$ cat src/rtl/uart_tx_arbiter.sv
`default_nettype none
// +--------------------------------------------------------------------------+
// | uart_tx_arbiter: round-robin arbiter feeding one character at a time     |
// | to a shared UART transmitter. Optional watchdog: UART_TX_ARB_WATCHDOG_EN |
// | Revision: 1.0                                                            |
// +--------------------------------------------------------------------------+
module uart_tx_arbiter #(
  parameter int DATA_WIDTH     = 8,
  parameter int NUM_REQ        = 4,
  parameter int TIMEOUT_CYCLES = 16
) (
  input  logic                          clk,
  input  logic                          reset,
  input  logic [NUM_REQ-1:0]            req_valid,
  input  logic [NUM_REQ*DATA_WIDTH-1:0] req_data,
  output logic [NUM_REQ-1:0]            req_ready,
  input  logic                          parity_enable_cfg,
  input  logic                          parity_type_cfg,
  output logic                          tx_data_valid,
  output logic [DATA_WIDTH-1:0]         tx_parallel_data,
  output logic                          tx_parity_enable,
  output logic                          tx_parity_type,
  input  logic                          tx_busy,
  output logic [$clog2(NUM_REQ)-1:0]    grant_id,
  output logic                          arb_busy,
  output logic                          timeout_err
);

  localparam int GW = $clog2(NUM_REQ);

  localparam logic [1:0] ST_IDLE      = 2'd0;
  localparam logic [1:0] ST_LAUNCH    = 2'd1;
  localparam logic [1:0] ST_WAIT_BUSY = 2'd2;
  localparam logic [1:0] ST_WAIT_DONE = 2'd3;

  logic [1:0]            state_q, state_d;
  logic [GW-1:0]         last_grant_q, last_grant_d;
  logic [GW-1:0]         grant_id_q, grant_id_d;
  logic [DATA_WIDTH-1:0] data_q, data_d;
  logic                  par_en_q, par_en_d;
  logic                  par_type_q, par_type_d;
  logic [GW-1:0]         win;
  logic                  accept;
  logic                  wd_expire;

  // First valid requester after 'last', wrapping, ending at 'last' itself.
  function automatic logic [GW-1:0] rr_pick(input logic [NUM_REQ-1:0] v,
                                            input logic [GW-1:0] last);
    logic [GW-1:0] pick;
    logic          found;
    int            idx;
    pick  = '0;
    found = 1'b0;
    for (int k = 1; k <= NUM_REQ; k++) begin
      idx = (int'(last) + k) % NUM_REQ;
      if (!found && v[idx[GW-1:0]]) begin
        found = 1'b1;
        pick  = idx[GW-1:0];
      end
    end
    return pick;
  endfunction

  assign win    = rr_pick(req_valid, last_grant_q);
  assign accept = !reset && (state_q == ST_IDLE) && !tx_busy && (|req_valid);

  always_comb begin
    req_ready = '0;
    if (accept) req_ready[win] = 1'b1;
  end

  always_comb begin
    state_d      = state_q;
    last_grant_d = last_grant_q;
    grant_id_d   = grant_id_q;
    data_d       = data_q;
    par_en_d     = par_en_q;
    par_type_d   = par_type_q;
    case (state_q)
      ST_IDLE: begin
        if (accept) begin
          state_d      = ST_LAUNCH;
          last_grant_d = win;
          grant_id_d   = win;
          data_d       = req_data[int'(win)*DATA_WIDTH +: DATA_WIDTH];
          par_en_d     = parity_enable_cfg;
          par_type_d   = parity_type_cfg;
        end
      end
      ST_LAUNCH:    state_d = ST_WAIT_BUSY;
      ST_WAIT_BUSY: begin
        if (tx_busy)        state_d = ST_WAIT_DONE;
        else if (wd_expire) state_d = ST_IDLE;
      end
      ST_WAIT_DONE: begin
        if (!tx_busy) state_d = ST_IDLE;
      end
      default:      state_d = ST_IDLE;
    endcase
  end

  always_ff @(posedge clk) begin
    if (reset) begin
      state_q      <= ST_IDLE;
      last_grant_q <= GW'(NUM_REQ - 1);
      grant_id_q   <= '0;
      data_q       <= '0;
      par_en_q     <= 1'b0;
      par_type_q   <= 1'b0;
    end else begin
      state_q      <= state_d;
      last_grant_q <= last_grant_d;
      grant_id_q   <= grant_id_d;
      data_q       <= data_d;
      par_en_q     <= par_en_d;
      par_type_q   <= par_type_d;
    end
  end

`ifdef UART_TX_ARB_WATCHDOG_EN
  localparam int CW = $clog2(TIMEOUT_CYCLES + 1);

  logic [CW-1:0] wd_cnt_q, wd_cnt_d;
  logic          timeout_q;

  // Counts consecutive idle-transmitter cycles spent waiting for tx_busy.
  always_comb begin
    wd_cnt_d  = '0;
    wd_expire = 1'b0;
    if ((state_q == ST_WAIT_BUSY) && !tx_busy) begin
      if (wd_cnt_q == CW'(TIMEOUT_CYCLES - 1)) wd_expire = 1'b1;
      else                                      wd_cnt_d  = wd_cnt_q + 1'b1;
    end
  end

  always_ff @(posedge clk) begin
    if (reset) begin
      wd_cnt_q  <= '0;
      timeout_q <= 1'b0;
    end else begin
      wd_cnt_q  <= wd_cnt_d;
      timeout_q <= wd_expire;
    end
  end

  assign timeout_err = timeout_q;
`else
  assign wd_expire   = 1'b0;
  assign timeout_err = 1'b0;
`endif

  assign tx_data_valid    = (state_q == ST_LAUNCH);
  assign arb_busy         = (state_q != ST_IDLE);
  assign tx_parallel_data = data_q;
  assign tx_parity_enable = par_en_q;
  assign tx_parity_type   = par_type_q;
  assign grant_id         = grant_id_q;

endmodule
`default_nettype wire

$ cat config.mk
export PLATFORM = sky130hd
export DESIGN_NAME = uart_tx_arbiter
export DESIGN_NICKNAME = d
export VERILOG_FILES = /design/src/rtl/uart_tx_arbiter.sv
export SDC_FILE = /design/constraint.sdc
export NUM_CORES = 1
export LEC_CHECK = 0
export BUFFER_PORTS_ARGS = -buffer_cell sky130_fd_sc_hd__buf_2
export CORE_MARGIN = 2
export CORE_UTILIZATION = 46
export DETAILED_ROUTE_END_ITERATION = 6
export PLACE_DENSITY = 0.86
export RECOVER_POWER = 50
export SLEW_MARGIN = 0
export SYNTH_ARGS = -nofsm -noshare
export SYNTH_HDL_FRONTEND = slang
export SYNTH_SLANG_ARGS = --single-unit
$ cat constraint.sdc
create_clock -name clk -period 4.3 [get_ports clk]
set_input_delay 1.075 -clock clk [delete_from_list [all_inputs] [get_ports clk]]
set_output_delay 1.075 -clock clk [all_outputs]
set_load 0.02 [all_outputs]
# Word level (Yosys, flattened, before mapping)
# Index checks and enable logic that the tools add are counted.
[totals]
regBits = 16
in_bits = 41
output_inout_bits = 19
word_cells = 62
[classes]
add_sub_neg = 4
magnitude_cmp = 6
n_eq_ne = 6
shift = 1
mux = 22
n_reduce_logical = 17
[ops]
columns = ["operator", "count"]
rows = [
  ["indexed part select 32 x 6 -> 8 bit", 1],
  ["< comparator 2 x 3 -> 1 bit (second input constant)", 5],
  ["two-way mux 2 bit", 7],
  ["binary-select mux 1 bit (select 2 bit)", 4],
  ["two-way mux 1 bit", 8],
  ["case mux 2 bit (4 select lines)", 1],
  ["logical AND 1 bit", 7],
  ["!= test 2 bit (second input constant)", 3],
  ["zero test 1 bit", 5],
  ["adder 2 x 1 -> 2 bit (second input constant)", 2],
  ["adder 2 bit (second input constant)", 2],
  ["equality test 2 bit (second input constant)", 2],
  ["two-way mux 4 bit", 1],
  ["OR reduction 4 bit", 1],
  ["AND reduction 3 bit", 1],
  ["demux 1 bit (select 2 bit)", 1],
  ["equality test 2 x 1 -> 1 bit (second input constant)", 1],
  ["greater-or-equal comparator 2 x 1 -> 1 bit (second input constant)", 1],
  ["zero test 2 bit", 1],
  ["AND reduction 2 bit", 1],
  ["nonzero test 2 bit", 1],
]

# Longest topological paths before layout
# Gate-level depths: netlist of the first run.
[depth]
depth_word = 18
mapped_depth = 7
ltp_nobuf = 7

# Worst setup path after synthesis of the first run
# No wires, ideal clock.
[synth_path]
path_kind = "input to output"
start = "input reset"
end = "output req_ready[1]"
arrival_time_ns = 2.246
required_time_ns = 3.225
setup_slack_ns = 0.979
cell_stages = 5
n_path_buf = 2
path_cell_list = "nor2_1 -> nand3_4 -> buf_4 -> buf_2 -> nor3_1"
[synth_via]
elab_chain_len = 5
[synth_rtl]
columns = ["element", "line_no", "text"]
rows = [
  ["start, declared", "13", "input logic reset,"],
  ["zero test 1 bit", "65", "assign accept = !reset && (state_q == ST_IDLE) && !tx_busy && (|req_valid);"],
  ["logical AND 1 bit (3 in a row)", "65", ""],
  ["two-way mux 4 bit", "69", "if (accept) req_ready[win] = 1'b1;"],
  ["end, declared", "16", "output logic [NUM_REQ-1:0] req_ready,"],
]
# Every way passes these cells.

# Final worst setup path of the first run
[layout_path]
start = "input req_valid[3]"
end = "output req_ready[2]"
[layout_via]
elab_chain_len = 17
word_cells_on_any_way = 29
cone_classes = "2 x order compare; 18 x mux; 9 x reduce/logical"
[layout_rtl]
columns = ["element", "line_no", "text"]
rows = [
  ["start, declared", "14", "input logic [NUM_REQ-1:0] req_valid,"],
  ["binary-select mux 1 bit (select 2 bit)", "56", "if (!found && v[idx[GW-1:0]]) begin"],
  ["two-way mux 1 bit (not written as such)", "56", ""],
  ["two-way mux 1 bit", "56", ""],
  ["zero test 1 bit", "56", ""],
  ["logical AND 1 bit", "56", ""],
  ["two-way mux 1 bit", "56", ""],
  ["zero test 1 bit", "56", ""],
  ["logical AND 1 bit", "56", ""],
  ["two-way mux 1 bit", "56", ""],
  ["zero test 1 bit", "56", ""],
  ["logical AND 1 bit", "56", ""],
  ["two-way mux 2 bit", "56", ""],
  ["< comparator 2 x 3 -> 1 bit (not written as such) / greater-or-equal comparator 2 x 1 -> 1 bit (equally long branches)", "69", ""],
  ["logical AND 1 bit (not written as such)", "69", ""],
  ["two-way mux 1 bit (not written as such)", "69", ""],
  ["demux 1 bit (select 2 bit)", "69", ""],
  ["two-way mux 4 bit (*)", "69", ""],
]
# Every way passes the cells marked *; elsewhere a longest branch is shown, timed or not. The select of a mux whose other input is x is not followed.

==> results of run 1 <==
-- metrics by stage --
stage / utilization (%) / instance area [um^2] / hold slack, ns / instances / worst slack (ns)
floorplan: - / 1040 / 0.442 / 112 / 0.979
global placement: 61.3 / 1330 / 0.446 / 192 / 0.751
detailed placement: 61.3 / 1330 / 0.454 / 192 / 0.688
CTS: 63.0 / 1370 / 0.470 / 196 / 0.689
global route: 61.9 / 1340 / 0.521 / 196 / 0.529
finish: 61.9 / 1340 / 0.471 / 196 / 0.646
-- cell usage in the layout, fill, tap and decap left out, types with 2 or more instances in the layout --
master and n:
buf_2 45, dfxtp_1 16, mux2i_1 14, clkbuf_1 13
nor2_1 9, nand3b_1 8, o21ai_0 6, inv_1 5
a21oi_1 5, mux2_2 5, ha_1 5, nand2_1 4
nor2b_1 3, o31ai_1 3, a221o_1 3, clkbuf_4 3
nor3_1 2, nand2b_1 2, a211oi_1 2, a211o_1 2
-- cell type report --
class	count	area (um^2)	area share (%)
multi-input cells	84	652	48.5
flip-flops and latches	16	320	23.8
repair buffers	59	282	20.9
clock buffers	4	36.3	2.70
well taps	28	35.0	2.61
inverters	5	18.8	1.40
-- cell usage after synthesis --
library cell,n,area (um^2)
o221a_2,1,11.3
nor3_2,1,10.0
nor3_1,2,10.0
nand2_1,4,15.0
and2b_1,1,7.51
o21a_1,1,7.51
a221o_1,3,30.0
and2_4,1,8.76
o31ai_1,3,22.5
nand3b_1,8,60.1
ha_1,5,62.6
or2_2,1,6.26
o21ai_0,6,30.0
a21oi_1,5,25.0
buf_6,1,11.3
a32o_1,1,10.0
nor2b_2,1,8.76
dfxtp_1,16,320
nor2b_1,2,12.5
nor2_1,9,33.8
inv_1,5,18.8
nor3b_2,1,12.5
mux2_2,5,56.3
mux2i_1,14,140
a211o_1,2,17.5
nand3_4,1,17.5
buf_4,3,22.5
buf_2,2,10.0
a211oi_1,2,15.0
conb_1,1,3.75
or4_4,1,11.3
nand2b_1,2,12.5
clkbuf_1,1,3.75
-- flip-flops by register name, summed over array words and instances (netlist names) --
register and flops:
grant_id 2, last_grant_q 2, state_q 2, tx_parallel_data 8, tx_parity_enable 1, tx_parity_type 1
-- power groups by stage --
stage                     logic, W  registers [W]  clock network (W)
after floorplan           0.000200       0.000241                  0
after global placement    0.000298       0.000210                  0
after detailed placement  0.000310       0.000213                  0
after CTS                 0.000312       0.000210           0.000101
after global routing      0.000337       0.000215           0.000107
final                     0.000299       0.000210          0.0000998
-- worst reg2reg max path, cell delays in order (launching register included) --
cell     delay (ns)
dfxtp_1        0.37
and2b_1        0.20
o221a_2        0.43
nor2b_1        0.24
and2_4         0.19
a221o_1        0.35
-- final timing paths --
| check | start | endpoint | slack (ns) | depth (start not counted) |
|---|---|---|---|---|
| worst max-delay path | req_valid[3] | req_ready[2] | 0.65 | 6 |
| worst min-delay path | tx_parity_type$_SDFFE_PP0P_ | tx_parity_type$_SDFFE_PP0P_ | 0.47 | 2 |
| worst max register to register | last_grant_q[0]$_SDFFE_PP1P_ | tx_parallel_data[5]$_SDFFE_PP0P_ | 2.42 | 5 |
| worst min register to register | tx_parity_type$_SDFFE_PP0P_ | tx_parity_type$_SDFFE_PP0P_ | 0.47 | 2 |
-- cell families after synthesis --
group / Yosys count
AND/OR/NAND/NOR: 35
flip-flops: 16
AO/OA/AOI/OAI: 24
other: 1
multiplexers: 19
adder cells (fa/ha/maj): 5
buffers and inverters: 12
-- layer usage --
metal	global-route usage (%)	part of all wire [%]	up-vias
met4	8.77	1.4	0
li1	-	-	516
met3	3.45	5.4	4
met5	0	0	-
met2	38.5	56	37
met1	20.8	37	483
==> results.json, run 1 <==
{
  "status": "complete, no violations",
  "synth_compound_area_share_pct": 16.2,
  "synth_area_um2": 1040,
  "cts_made_buffers": 3,
  "max_stage_delay_ns": 0.51,
  "cp-end-kind": "output pin",
  "synth_seq_cells": 16,
  "grt_pass1_vias": 1030,
  "total_power_w": 0.000609,
  "maxCapViolCount": 0,
  "max_freq_mhz": 274,
  "viasPerCell": 5.31,
  "switching_share_pct": 41.1,
  "synth_xor_area_share_pct": 0,
  "grt_start_max_net_pins": 27,
  "nNetsFinal": 215,
  "initial_core_util_pct": 48.2,
  "clk_pin_slew_ns": 0.10,
  "power_density_nw_per_um2": 453,
  "min_path_type": "register to register",
  "seq_area_frac_synth_pct": 30.7,
  "p_switching_w": 0.000251,
  "setup_viol": 0,
  "vias": 1040,
  "finalCriticalPeriod_ns": 3.65,
  "cp_max_fo": 16,
  "synth.avg_cell_area_um2": 9.33,
  "io_buffers": 58,
  "grt_first_pass_wirelength_mm": 4.06,
  "setup.worst_path.start_class": "input port",
  "p_seq_share_pct": 34.5,
  "crit_arrival_ns": 2.58,
  "die_x_um": 51.7,
  "synth_top_family_by_area": "simple AND/OR/NAND/NOR gates",
  "cts_setup_buffers": 0,
  "clock_sinks": 16,
  "synthesis.nets": 158,
  "io_pins": 60,
  "leakage_nw": 0.608,
  "drc": 0,
  "crit_buf_inv": 2,
  "yosys.area_share.simple_pct": 21.7,
  "antenna_found_initial": 0,
  "synth.mux.area_fraction_pct": 18.8,
  "grt_remaining_overflow": 0,
  "clockRootBuffer": "clkbuf_4",
  "insertedDiodeCount": 0,
  "drt-initial-drc-count": 15,
  "cp_slowest_cell": "o221a_2",
  "n_fill_cell": 221,
  "cts_tree": "done",
  "crit_family": "simple AND/OR/NAND/NOR gates",
  "cts.repair.resized": 0,
  "fin_tns_setup_ns": 0,
  "dieArea_um2": 2670,
  "final_max_slew_viol_count": 0,
  "core_area_um2": 2170,
  "ant_nets": 0,
  "yosys.area_share.adder_pct": 5.99,
  "clk-insertion-delay-late_ns": 0.28,
  "layout-drive-gt1-share_pct": 36.3,
  "rows": 17,
  "criticalPathCategory": "input port to output pin",
  "rsz0062_at_grt": "no",
  "pwr-share-clk_pct": 16.4,
  "place_congestion": 0.798,
  "crit_chain": "clkbuf_1 -> and2b_1 -> o221a_2 -> nor2b_1 -> and2_4 -> buf_2",
  "synth.distinct_cells": 33,
  "htreeDepth": 1,
  "fin_worst_skew_ns": 0.00212,
  "syn2layout_area_growth_pct": 28.6,
  "hold_buffers": 0,
  "cts_buffer_depth": 2,
  "wirelength_mm": 2.52,
  "dpl.hpwl_mm": 2.02,
  "firstDrtPassIters": 4,
  "die_height_um": 51.7,
  "hold_viol": 0,
  "worstPathRequired_ns": 3.22,
  "vdd_drop_max_uv": 311,
  "grtUsageTotal_pct": 20.0,
  "yosysWarningCount": 0,
  "synthesis.instances": 112,
  "fin_crit_sh_pct": 85.0,
  "internal_power_w": 0.000359,
  "power_frac_comb_pct": 49.1,
  "wl_per_cell_um": 12.9
}
Power figures use the tool's default switching activity.
==> run 2, diff against run 1 <==
Settings changed: CORE_UTILIZATION 46 to 43, PLACE_DENSITY 0.86 to 0.82.
Clock period 4.3 ns to 3.45 ns, I/O delays scaled along.
==> run 2 against run 1 <==
  * Sequential cell count did not move
  * Routed wire length is 3.0% higher
  * Hold slack worse by 0.0010 ns
  * Final area increased by 0.74%
  * Sequential share of layout area decreased by 0.18 points
  * Count of clock-buffer cells in the layout decreased by 1
  * Via count down 0.77%
  * Clock power fell by 4.8%
  * Setup slack got worse by 0.31 ns
  * First-iteration DRC count is 67% lower
  * Critical endpoint is now req_ready[1]
  * Largest cell class unchanged
==> results.json, run 2 (synthesis gave the netlist of run 1 again) <==
{
  "maxCapViolCount": 0,
  "hold_buffers": 0,
  "n_fill_cell": 210,
  "syn2layout_area_growth_pct": 29.6,
  "wirelength_mm": 2.59,
  "min_path_cells": 2,
  "criticalPathCategory": "input port to output pin",
  "multiInputGateArea_um2": 654,
  "power_density_nw_per_um2": 547,
  "path_depth": 6,
  "dieArea_um2": 2840,
  "r2r-start": "last_grant_q[0]$_SDFFE_PP1P_",
  "grt_remaining_overflow": 0,
  "dpl.hpwl_mm": 2.14,
  "fin_ws_ns": 0.336,
  "setup.worst_path.start_class": "input port",
  "worstHoldEndpoint": "tx_parity_enable$_SDFFE_PP0P_",
  "clock_sinks": 16,
  "total_power_w": 0.000741,
  "max_stage_delay_ns": 0.62,
  "grt_pass1_vias": 990,
  "fin_crit_sh_pct": 90.3,
  "crit_family": "simple AND/OR/NAND/NOR gates",
  "largest_reg_flops": 8,
  "fin_worst_skew_ns": 0.00104,
  "cp_max_fo": 16,
  "clk-insertion-delay-late_ns": 0.27,
  "clockRootBuffer": "clkbuf_4",
  "final_max_slew_viol_count": 0,
  "wl_per_cell_um": 13.1,
  "finalCriticalPeriod_ns": 3.11,
  "crit_arrival_ns": 2.25,
  "io_pins": 60,
  "io_buffers": 58,
  "cts_setup_buffers": 0,
  "worst-r2r-cell-count": 6,
  "htreeDepth": 1,
  "vias": 1032,
  "rows": 17,
  "cts.repair.resized": 0,
  "cts_tree": "done",
  "grtUsageTotal_pct": 19.4,
  "core_area_um2": 2250,
  "crit_chain": "clkbuf_1 -> or4_1 -> nand3_4 -> buf_4 -> nor3_1 -> buf_2",
  "die_x_um": 53.3,
  "holdCritStartpoint": "tx_parity_enable$_SDFFE_PP0P_",
  "leakage_nw": 0.612,
  "cts_made_buffers": 3,
  "setup_viol": 0,
  "fin_area_um2": 1350,
  "max_freq_mhz": 321,
  "worstPathRequired_ns": 2.59,
  "min_path_type": "register to register",
  "fin_tns_setup_ns": 0,
  "layout-drive-gt1-share_pct": 37.1,
  "r2r_setup_slack_ns": 1.66,
  "status": "complete, no violations",
  "ant_nets": 0,
  "insertedDiodeCount": 0,
  "grt_start_max_net_pins": 17,
  "grt_first_pass_wirelength_mm": 4.05,
  "clk_pin_slew_ns": 0.09,
  "cts_buffer_depth": 2,
  "nNetsFinal": 218,
  "pre_cts_ws_ns": 0.418,
  "viasPerCell": 5.21,
  "antenna_found_initial": 0,
  "cp-end-kind": "output pin",
  "firstDrtPassIters": 3,
  "hold_viol": 0,
  "place_congestion": 0.740,
  "vdd_drop_max_uv": 354,
  "r2r-end": "tx_parallel_data[1]$_SDFFE_PP0P_",
  "layout_commonest_cell": "buf_2",
  "seq_area_um2": 320,
  "drt-initial-drc-count": 5,
  "die_height_um": 53.3,
  "crit_buf_inv": 3,
  "cp_slowest_cell": "or4_1",
  "rsz0062_at_grt": "no",
  "initial_core_util_pct": 46.3,
  "placed_cell_area_um2": 1350,
  "layout_common_cells": "44 x buf_2, 16 x dfxtp_1, 14 x mux2i_1, 14 x clkbuf_1, 9 x nor2_1",
  "drc": 0
}
## run 2: cell types whose count changed in the layout (fill, tap and decap cells not counted)
cell	change
nor2b_2	+1
clkbuf_8	-1
buf_2	-1
buf_4	+3
clkbuf_1	+1
nor2b_1	-1
## run 2: worst min-delay path: cells and delay by family (launching register included)
kind / cells / cell delay (ns)
simple gates: 1 / 0.05
flops: 1 / 0.32
compound gates: 1 / 0.05
## run 2: worst max-delay path by stage
stage                             from      endpoint  slack (ns)
final                     req_valid[3]  req_ready[1]        0.34
after floorplan                  reset  req_ready[1]        0.55
after CTS                 req_valid[3]  req_ready[1]        0.42
after global routing      req_valid[3]  req_ready[1]        0.29
after detailed placement  req_valid[3]  req_ready[1]        0.42
after global placement    req_valid[3]  req_ready[1]        0.45
## run 2: report_power, final
group	internal [W]	switching [W]	leakage, nW
combinational	0.000157	0.000228	0.467
clock	0.0000404	0.0000546	0.0138
sequential	0.000232	0.0000291	0.131
## run 2: area by class of cell
| class | instances | share of cell area, % |
|---|---|---|
| multi-input cells | 84 | 48.3 |
| inverters | 5 | 1.39 |
| repair buffers | 62 | 22.4 |
| flip-flops and latches | 16 | 23.7 |
| well taps | 28 | 2.59 |
| clock buffers | 3 | 1.66 |
## run 2: stage by stage
step,util (%),std cells,hold slack (ns)
finish,60.0,198,0.470
floorplan,-,112,0.442
detailed placement,60.0,195,0.460
CTS,61.0,198,0.473
global route,60.0,198,0.499
global placement,60.0,195,0.453
## run 2: layer usage
metal	up-vias	global-route usage (%)	part of all wire, %
met5	-	0	0
met4	0	10.7	1.4
li1	520	-	-
met2	29	35.2	51
met1	479	20.8	43
met3	4	3.39	4.7
